[src/rtl/timer_pkg.sv]
// Shared constants and helpers for the multi-channel timer.
// No logic or latency of its own; no backpressure.
package timer_pkg;

  localparam logic MODE_ONESHOT  = 1'b0;
  localparam logic MODE_PERIODIC = 1'b1;

  // Terminal value a channel wakes up with: all ones, so an unprogrammed
  // one-shot channel saturates at the top of its range.
  function automatic logic [63:0] default_term(input int width);
    return (64'd1 << width) - 64'd1;
  endfunction

  function automatic int clog2(input int value);
    int r;
    r = 0;
    while ((64'd1 << r) < 64'(value)) r = r + 1;
    return r;
  endfunction

endpackage

[src/rtl/timer_multi_if.sv]
// Control/status bundle between a timer_multi and whatever drives it.
// Pure wiring, zero latency; no backpressure (all signals are levels or pulses).
interface timer_multi_if #(
  parameter int WIDTH    = 12,
  parameter int CHANNELS = 4
);
  logic [CHANNELS-1:0]       START;
  logic [CHANNELS-1:0]       CLEAR;
  logic [CHANNELS-1:0]       LOAD;
  logic [CHANNELS*WIDTH-1:0] LOAD_VAL;
  logic [CHANNELS-1:0]       MODE;
  logic [CHANNELS*WIDTH-1:0] COUNT;
  logic [CHANNELS-1:0]       DONE;
  logic [CHANNELS-1:0]       EXPIRE;
  logic [CHANNELS-1:0]       RST_OK;
  logic                      TICK;

  modport master (
    output START, CLEAR, LOAD, LOAD_VAL, MODE,
    input  COUNT, DONE, EXPIRE, RST_OK, TICK
  );

  modport slave (
    input  START, CLEAR, LOAD, LOAD_VAL, MODE,
    output COUNT, DONE, EXPIRE, RST_OK, TICK
  );
endinterface

[src/rtl/timer_channel.sv]
// One timer channel: programmable terminal, one-shot or periodic, DONE/EXPIRE/RST_OK.
// COUNT/EXPIRE/RST_OK update one cycle after the qualifying tick, DONE is combinational; no backpressure.
module timer_channel
  import timer_pkg::*;
#(
  parameter int WIDTH = 12
) (
  input  logic             clk,
  input  logic             rst_n,
  input  logic             tick,
  input  logic             start,
  input  logic             clear,
  input  logic             load,
  input  logic             mode,
  input  logic [WIDTH-1:0] load_val,
  output logic [WIDTH-1:0] count,
  output logic             done,
  output logic             expire,
  output logic             rst_ok
);

  logic [WIDTH-1:0] count_q;
  logic [WIDTH-1:0] term_q;
  logic [WIDTH-1:0] count_inc;
  logic             expire_q;
  logic             rst_ok_q;
  logic             below;

  assign count_inc = count_q + WIDTH'(1);
  assign below     = (count_q < term_q);

  // EXPIRE defaults low every cycle so it can never stretch past one cycle.
  always_ff @(posedge clk or negedge rst_n) begin
    if (!rst_n) begin
      count_q  <= '0;
      term_q   <= WIDTH'(default_term(WIDTH));
      expire_q <= 1'b0;
      rst_ok_q <= 1'b1;
    end else begin
      expire_q <= 1'b0;
      if (clear) begin
        count_q  <= '0;
        rst_ok_q <= 1'b1;
      end else if (load) begin
        term_q <= load_val;
      end else if (start && tick) begin
        if (below) begin
          count_q  <= count_inc;
          rst_ok_q <= 1'b0;
          expire_q <= (count_inc == term_q);
        end else if (mode == MODE_PERIODIC) begin
          count_q  <= '0;
          expire_q <= (term_q == '0);
        end
      end
    end
  end

  assign count  = count_q;
  assign expire = expire_q;
  assign rst_ok = rst_ok_q;
  assign done   = start & ~clear & ~below;

endmodule

[src/rtl/timer_multi.sv]
// N independent timer channels sharing one free-running prescaler on clk_2K.
// Channel outputs follow the qualifying tick by one cycle, DONE is combinational; no backpressure.
module timer_multi
  import timer_pkg::*;
#(
  parameter int WIDTH    = 12,
  parameter int CHANNELS = 4,
  parameter int PRESCALE = 1
) (
  input  logic          clk_2K,
  input  logic          RESET_N,
  timer_multi_if.slave  bus
);

  localparam int             PW         = (PRESCALE > 1) ? clog2(PRESCALE) : 1;
  localparam logic [PW-1:0]  PRESC_LAST = PW'(PRESCALE - 1);

  logic [PW-1:0] presc_q;
  logic [PW-1:0] presc_nxt;
  logic          tick_q;

  assign presc_nxt = (presc_q == PRESC_LAST) ? '0 : presc_q + PW'(1);

  // TICK is registered so it reads 0 while in reset, yet lines up with the
  // cycle in which the prescaler holds its last value.
  always_ff @(posedge clk_2K or negedge RESET_N) begin
    if (!RESET_N) begin
      presc_q <= '0;
      tick_q  <= 1'b0;
    end else begin
      presc_q <= presc_nxt;
      tick_q  <= (presc_nxt == PRESC_LAST);
    end
  end

  logic [CHANNELS*WIDTH-1:0] count_w;
  logic [CHANNELS-1:0]       done_w;
  logic [CHANNELS-1:0]       expire_w;
  logic [CHANNELS-1:0]       rst_ok_w;

  for (genvar i = 0; i < CHANNELS; i++) begin : g_ch
    timer_channel #(
      .WIDTH (WIDTH)
    ) u_ch (
      .clk      (clk_2K),
      .rst_n    (RESET_N),
      .tick     (tick_q),
      .start    (bus.START[i]),
      .clear    (bus.CLEAR[i]),
      .load     (bus.LOAD[i]),
      .mode     (bus.MODE[i]),
      .load_val (bus.LOAD_VAL[i*WIDTH +: WIDTH]),
      .count    (count_w[i*WIDTH +: WIDTH]),
      .done     (done_w[i]),
      .expire   (expire_w[i]),
      .rst_ok   (rst_ok_w[i])
    );
  end

  assign bus.COUNT  = count_w;
  assign bus.DONE   = done_w;
  assign bus.EXPIRE = expire_w;
  assign bus.RST_OK = rst_ok_w;
  assign bus.TICK   = tick_q;

endmodule

[src/flat_wrapper.sv]
// flat-port wrapper written by rule: the top's interface ports become plain ports
module timer_multi_flat import timer_pkg::*;
#(
  parameter int WIDTH    = 12,
  parameter int CHANNELS = 4,
  parameter int PRESCALE = 1
)
  (clk_2K, RESET_N, bus_START, bus_CLEAR, bus_LOAD, bus_LOAD_VAL, bus_MODE, bus_COUNT, bus_DONE, bus_EXPIRE, bus_RST_OK, bus_TICK);
  timer_multi_if #(.WIDTH(WIDTH), .CHANNELS(CHANNELS)) bus_i ();
  input  logic clk_2K;
  input  logic RESET_N;
  input wire logic [$bits(bus_i.START)-1:0] bus_START;
  input wire logic [$bits(bus_i.CLEAR)-1:0] bus_CLEAR;
  input wire logic [$bits(bus_i.LOAD)-1:0] bus_LOAD;
  input wire logic [$bits(bus_i.LOAD_VAL)-1:0] bus_LOAD_VAL;
  input wire logic [$bits(bus_i.MODE)-1:0] bus_MODE;
  output wire logic [$bits(bus_i.COUNT)-1:0] bus_COUNT;
  output wire logic [$bits(bus_i.DONE)-1:0] bus_DONE;
  output wire logic [$bits(bus_i.EXPIRE)-1:0] bus_EXPIRE;
  output wire logic [$bits(bus_i.RST_OK)-1:0] bus_RST_OK;
  output wire logic [$bits(bus_i.TICK)-1:0] bus_TICK;
  assign bus_i.START = bus_START;
  assign bus_i.CLEAR = bus_CLEAR;
  assign bus_i.LOAD = bus_LOAD;
  assign bus_i.LOAD_VAL = bus_LOAD_VAL;
  assign bus_i.MODE = bus_MODE;
  assign bus_COUNT = bus_i.COUNT;
  assign bus_DONE = bus_i.DONE;
  assign bus_EXPIRE = bus_i.EXPIRE;
  assign bus_RST_OK = bus_i.RST_OK;
  assign bus_TICK = bus_i.TICK;
  timer_multi #(.WIDTH(WIDTH), .CHANNELS(CHANNELS), .PRESCALE(PRESCALE)) u_core (.clk_2K(clk_2K), .RESET_N(RESET_N), .bus(bus_i));
endmodule
[config.mk]
export PLATFORM = sky130hd
export DESIGN_NAME = timer_multi_flat
export DESIGN_NICKNAME = d
export VERILOG_FILES = /design/src/rtl/timer_pkg.sv /design/src/rtl/timer_multi_if.sv /design/src/rtl/timer_channel.sv /design/src/rtl/timer_multi.sv /design/src/flat_wrapper.sv
export SDC_FILE = /design/constraint.sdc
export NUM_CORES = 1
export LEC_CHECK = 0
export BUFFER_PORTS_ARGS = -buffer_cell sky130_fd_sc_hd__buf_2
export CAP_MARGIN = 20
export CORE_ASPECT_RATIO = 0.5
export CORE_UTILIZATION = 52
export CTS_CLUSTER_DIAMETER = 100
export DETAILED_ROUTE_END_ITERATION = 12
export PLACE_DENSITY = 0.82
export SETUP_SLACK_MARGIN = 0.2
export SYNTH_ARGS = -nofsm -noshare
export SYNTH_HDL_FRONTEND = slang
export SYNTH_SLANG_ARGS = --single-unit
[constraint.sdc]
create_clock -name clk_2K -period 2.55 [get_ports clk_2K]
set_clock_uncertainty 0.05 [all_clocks]
set_input_delay 0.255 -clock clk_2K [delete_from_list [all_inputs] [get_ports clk_2K]]
set_output_delay 0.255 -clock clk_2K [all_outputs]
set_load 0.1 [all_outputs]
# ---- Word-level counts from Yosys, hierarchy flattened
# Cells that the tools add are included.
dict set report word_totals {
  reg_bits 106
  inputBits 66
  elab_cells 141
}
dict set report classes {
  add_sub_neg 5
  n_lt_le_gt_ge 4
  eq_ne 8
  n_mux 57
  bitwise 17
  reduce_logical 32
}
# cell n
set ops {}
lappend ops {{2-to-1 mux 12 bit} 20}
lappend ops {{adder 12 x 1 -> 12 bit, second input constant} 4}
lappend ops {{equality test 12 bit} 4}
lappend ops {{logical NOT 12 bit} 4}
lappend ops {{< comparator 12 bit} 4}
lappend ops {{2-to-1 mux 1 bit} 37}
lappend ops {{AND reduction 3 bit} 8}
lappend ops {{nonzero test 2 bit} 8}
lappend ops {{nonzero test 3 bit} 4}
lappend ops {{NOT 1 bit} 9}
lappend ops {{bitwise AND 1 bit} 8}
lappend ops {{!= test 2 bit, second input constant} 4}
lappend ops {{AND reduction 2 bit} 4}
lappend ops {{logical AND 1 bit} 4}
lappend ops {{adder 1 bit, second input constant} 1}

# ---- Logic depth before layout (Yosys ltp)
dict set report depth {
  word_depth 6
  depth_mapped 10
}

# ---- Hierarchy
# From an unflattened synthesis, not the netlist that was laid out.
dict set report unflattened {
  cells_unflattened 890
  hier_area_um2 7601.0
}
# mod instances cells_each area_each_um2 seq_area_each_um2
set modules_own_cells {}
lappend modules_own_cells {timer_channel 4 222 1893.1 666.9}
lappend modules_own_cells {timer_multi 1 2 28.8 25.0}

# ---- Worst setup path after synthesis
# No wires, ideal clock.
dict set report synth_timing {
  kind {register -> output}
  startpoint {register u_core.g_ch[0].u_ch.count_q[1]}
  endpoint {output bus_DONE[0]}
  arrival_ps 2741
  setup_slack_ps -496
  stages_incl_launch_ff 9
  n_path_buf 2
  cell_sequence {dfrtp_1 > ha_1 > nor2b_1 > o211ai_1 > a211oi_1 > nor4b_2 > clkbuf_1 > nor3b_1 > buf_4}
}
dict set report synth_via {
  elab_chain_len 3
}
# element line_no
set synth_lines {}
lappend synth_lines {{start, declared} timer_channel.sv:22} ;# logic [WIDTH-1:0] count_q;
lappend synth_lines {{start signal, assigned} timer_channel.sv:48} ;# count_q <= count_inc;
lappend synth_lines {{< comparator 12 bit} timer_channel.sv:30} ;# assign below = (count_q < term_q);
lappend synth_lines {{NOT 1 bit} timer_channel.sv:62} ;# assign done = start & ~clear & ~below;
lappend synth_lines {{bitwise AND 1 bit} timer_channel.sv:62}
lappend synth_lines {{end, declared} flat_wrapper.sv:18} ;# output wire logic [$bits(bus_i.DONE)-1:0] bus_DONE;
# Every way passes these cells.

# ---- Worst setup path after layout
dict set report layout_timing {
  startpoint {register u_core.g_ch[1].u_ch.term_q[1]}
  endpoint {output bus_DONE[1]}
}
dict set report layout_via {
  elab_chain_len 3
}
# element line_no
set layout_lines {}
lappend layout_lines {{start, declared} timer_channel.sv:23} ;# logic [WIDTH-1:0] term_q;
lappend layout_lines {{start signal, assigned} timer_channel.sv:36} ;# term_q <= WIDTH'(default_term(WIDTH));
lappend layout_lines {{start signal, assigned} timer_channel.sv:45} ;# term_q <= load_val;
lappend layout_lines {{< comparator 12 bit} timer_channel.sv:30}
lappend layout_lines {{NOT 1 bit} timer_channel.sv:62}
lappend layout_lines {{bitwise AND 1 bit} timer_channel.sv:62}
# Every way passes these cells.

==> qor.log <==
[synth] count of synthesis-stage warnings from yosys 0
[timing] fin crit period 2.76 ns
[worst_setup_path] Arr. time, crit path 2.45 ns
[finish] area added between synthesis and finish 32.4%
[pwr] cell internal pwr 0.00303 W
[route] WL/cell 19.3 um
[worst_setup_path] Setup crit end kind output pin
[route] number of DRC markers in iteration 0 686
[pwr] switching share of power 0.320
[synth] library cell with the highest instance count after synthesis nand2_1
[floorplan] vertical die dimension 86.9 um
[pwr] power density over the cells 449 nW/um^2
[finish] Core Util, Final 0.719
[timing] relative max-transition margin 0.559
[timing] final clock period utilization by the worst path 1.08
[clock_network] Worst-Skew Late Latency 0.36 ns
[worst_setup_path] startpoint of the most critical register-to-register path u_core.g_ch[1].u_ch.term_q[1]
[route] detailed-routing iteration count for the pre-antenna-repair pass 6
[route] Via Count 7,525
[pwr] Leak 4.57 nW
[timing] setup slack of the critical path after layout -0.209 ns
[synth] Cell Area, Synth 7500 um^2
[route] number of routed nets with antenna violations 0
[timing] unrepaired setup endpoints after global routing true
[worst_setup_path] CP startpoint kind register
[timing] number of hold-slack violations in the final timing report 0
[grt] total grt overflow 0
[clock_network] clock input transition at the sequential cells of the worst setup and hold paths 0.08 ns
[floorplan] count of boundary I/O pins 127
[pwr] worst vdd rail ir drop 0.357 mV
[grt] number of global-route vias before repair 7,193
[clock_network] TritonCTS clock tree yes
[synth] number of synthesized register bits 105
[synth] leading cell types by total area after synthesis dfstp_2 (18%), dfrtp_1 (18%), ha_1 (9.3%), nand2_1 (4.5%), o21ai_0 (4.3%)
[synth] net count after synthesis 981
[clock_network] maximum level of the CTS H-tree 3
[synth] Post-Synthesis Cells 859
[grt] global-route wire length before repair 36.0 mm
[job] number of max-cap violations 0
[timing] final hold slack 0.0459 ns
[grt] maximum number of pins on one net before global-route repair 40
[floorplan] Core Footprint 13,800 um^2
[pwr] fraction of power consumed by sequential logic 0.440
[status] failing checks negative setup slack
[synth] leading cell types by count after synthesis nand2_1 (90), o21ai_0 (65), ha_1 (56), inv_1 (56), dfrtp_1 (53)
[finish] number of inserted filler cells in the final layout 1,036
[hold_path] hold path start bus_LOAD_VAL[4]
[synth] mean area per synthesized cell 8.73 um^2
[floorplan] effective utilization at floorplan 0.543
[worst_setup_path] launching element of the worst setup path u_core.g_ch[1].u_ch.term_q[1]
[clock_network] clk root buf clkbuf_16
[worst_setup_path] CP required 2.25 ns
[route] number of vias per cell after detailed routing 6.13
[timing] Worst-Margin Slew 0.659 ns
[synth] share of async-settable or async-resettable flops after synthesis 1.00
[place] final weighted congestion in routability-driven placement 0.950
[grt] antenna violations before repair 0
[synth] share of the synthesized area in the top cell type 0.182
[grt] global-route total usage across every layer 0.310
[pwr] combinational power share 0.220
[worst_setup_path] peak fanout along the critical path 2
[timing] post-route setup TNS -1.29 ns
[floorplan] die footprint 14,900 um^2
[route] post-detailed-routing wire length 23.7 mm
[finish] number of antenna cells inserted 0
[synth] Post-synth EDFFs 0
[timing] timing-limited maximum frequency 362 MHz
[place] Post-DP HPWL 16.1 mm
[finish] post-layout net count 1,152
[finish] fraction of layout instances using a drive strength above 1 0.427
[pwr] clock network fraction of design power 0.339
[floorplan] Std-Cell Rows 30
[place] Port Buffer Count 126
[clock_network] count of clock tree sinks 105
[timing] number of pins exceeding their max-slew limit in the final report 0
[synth] top flip-flop cell by instance count after synthesis dfrtp_1
[pwr] overall power of the completed layout 0.00446 W
[synth] unique cell type count in the Yosys netlist 67
[synth] biggest area consumer among synthesized cells dfstp_2
[clock_network] Clock Tree Buf Depth 2
[status] outcome complete, but fails checks
[hold_path] type of the tightest min-delay check in -> reg
[place] setup slack after placement -0.0483 ns
[synth] sequential share of the synthesized area 0.359
[route] drc violations 0
[worst_setup_path] critical path class reg -> out
[pwr] switching power 0.00143 W
[floorplan] width of the chip 172 um
[timing] final setup fails 24
[clock_network] Num CTS Buffers 9
-- flip-flops by register name (all words and copies together) (netlist names) --
register	cells
u_core.g_ch.u_ch.count	48
u_core.g_ch.u_ch.term_q	48
u_core.g_ch.u_ch.expire	4
u_core.g_ch.u_ch.rst_ok	4
u_core.bus.TICK	1
-- stage by stage --
step           cell area, um^2  cells
4_1_cts                   9510   1209
3_5_place_dp              8780   1172
2_1_floorplan             7810    859
5_1_grt                   9930   1227
6_report                  9930   1227
3_3_place_gp              8780   1172
-- path summary, 6_finish.rpt --
check	endpoint	slack (ns)	cells after the start
setup / recovery	bus_DONE[1]	-0.21	8
hold / removal	u_core.g_ch[0].u_ch.term_q[4]	0.05	3
setup reg to reg	u_core.g_ch[1].u_ch.expire	-0.21	10
hold reg to reg	u_core.g_ch[1].u_ch.rst_ok	0.42	2
max in group asynchronous	u_core.g_ch[0].u_ch.term_q[8]	1.38	3
min in group asynchronous	u_core.g_ch[1].u_ch.count[11]	0.37	2
-- layout make-up --
cell class | count | area, um^2 | area share
Clock buffer | 9 | 225 | 0.0227
Clock inverter | 7 | 82.6 | 0.00831
Inverter | 56 | 210 | 0.0212
Multi-Input combinational cell | 649 | 4990 | 0.502
Sequential cell | 105 | 2810 | 0.282
Tap cell | 192 | 240 | 0.0242
Timing Repair Buffer | 209 | 1380 | 0.139
-- kinds of logic after synthesis --
logic type / count (synthesis) / share of synthesized area
other cells: 1 / 0.000500
flops: 105 / 0.359
compound gates: 209 / 0.183
fa+ha+maj: 56 / 0.0934
simple gates: 314 / 0.221
buf+inv: 109 / 0.0651
mux: 6 / 0.00901
xor+xnor: 59 / 0.0689
-- power by group through the flow --
stage	combinational (W)	clock, W	sequential [W]
floorplan	0.000491	0	0.00201
detailed placement	0.000780	0	0.00200
global placement	0.000756	0	0.00200
finish	0.000983	0.00151	0.00197
CTS	0.000870	0.00152	0.00196
global route	0.00106	0.00158	0.00198
-- cells in the final DEF (no fill, tap or decap), drive strengths merged, types with 4 or more instances in the layout --
| master | netlist | layout |
|---|---|---|
| o21ai | 65 | 66 |
| a21oi | 41 | 41 |
| a211oi | 4 | 4 |
| inv | 56 | 60 |
| a211o | 13 | 13 |
| and3 | 16 | 16 |
| a221o | 4 | 4 |
| or4 | 4 | 4 |
| or2 | 9 | 9 |
| nand2 | 90 | 90 |
| xnor2 | 31 | 31 |
| clkbuf | 30 | 9 |
| o2111ai | 4 | 4 |
| dfstp | 52 | 52 |
| a22oi | 9 | 9 |
| nand3 | 26 | 26 |
| nor2 | 46 | 47 |
| o31ai | 10 | 10 |
| nor4 | 16 | 16 |
| o211ai | 7 | 7 |
| ha | 56 | 56 |
| nor3b | 10 | 10 |
| dfrtp | 53 | 53 |
| xor2 | 28 | 28 |
| a21o | 22 | 22 |
| and4 | 5 | 5 |
| mux2 | 6 | 6 |
| nand2b | 4 | 4 |
| nor3 | 29 | 29 |
| nand4 | 27 | 27 |
| a22o | 8 | 8 |
| nor2b | 13 | 13 |
| and2 | 7 | 8 |
| buf | 23 | 208 |
| nand3b | 6 | 6 |
-- routing by layer --
metal | global-route usage | routed length (um) | up-vias
met3 | 0.0668 | 1880 | 65
met5 | 0 | 0 | -
li1 | - | - | 3430
met2 | 0.502 | 11100 | 393
met4 | 0.0845 | 503 | 0
met1 | 0.421 | 10100 | 3637
-- worst max-delay path, stage by stage, from the launching register on --
cell      delay (ns)
dfstp_2         0.55
inv_2           0.05
ha_4            0.25
nor2b_4         0.12
o211ai_1        0.10
a2111o_1        0.38
and3_4          0.21
nor3b_4         0.22
buf_12          0.20
-- repair_timing --
| action | 4_1_cts | 5_1_grt |
|---|---|---|
| endpoints found under the hold margin | 20 | 0 |
| gates cloned | 3 | 1 |
| hold buffers | 1 | 0 |
| setup endpoints to repair | 53 | 53 |
| buffers inserted | 17 | 17 |
| pin swaps | 34 | 35 |
| gates resized for setup | 64 | 60 |
Power figures use the tool's default switching activity.
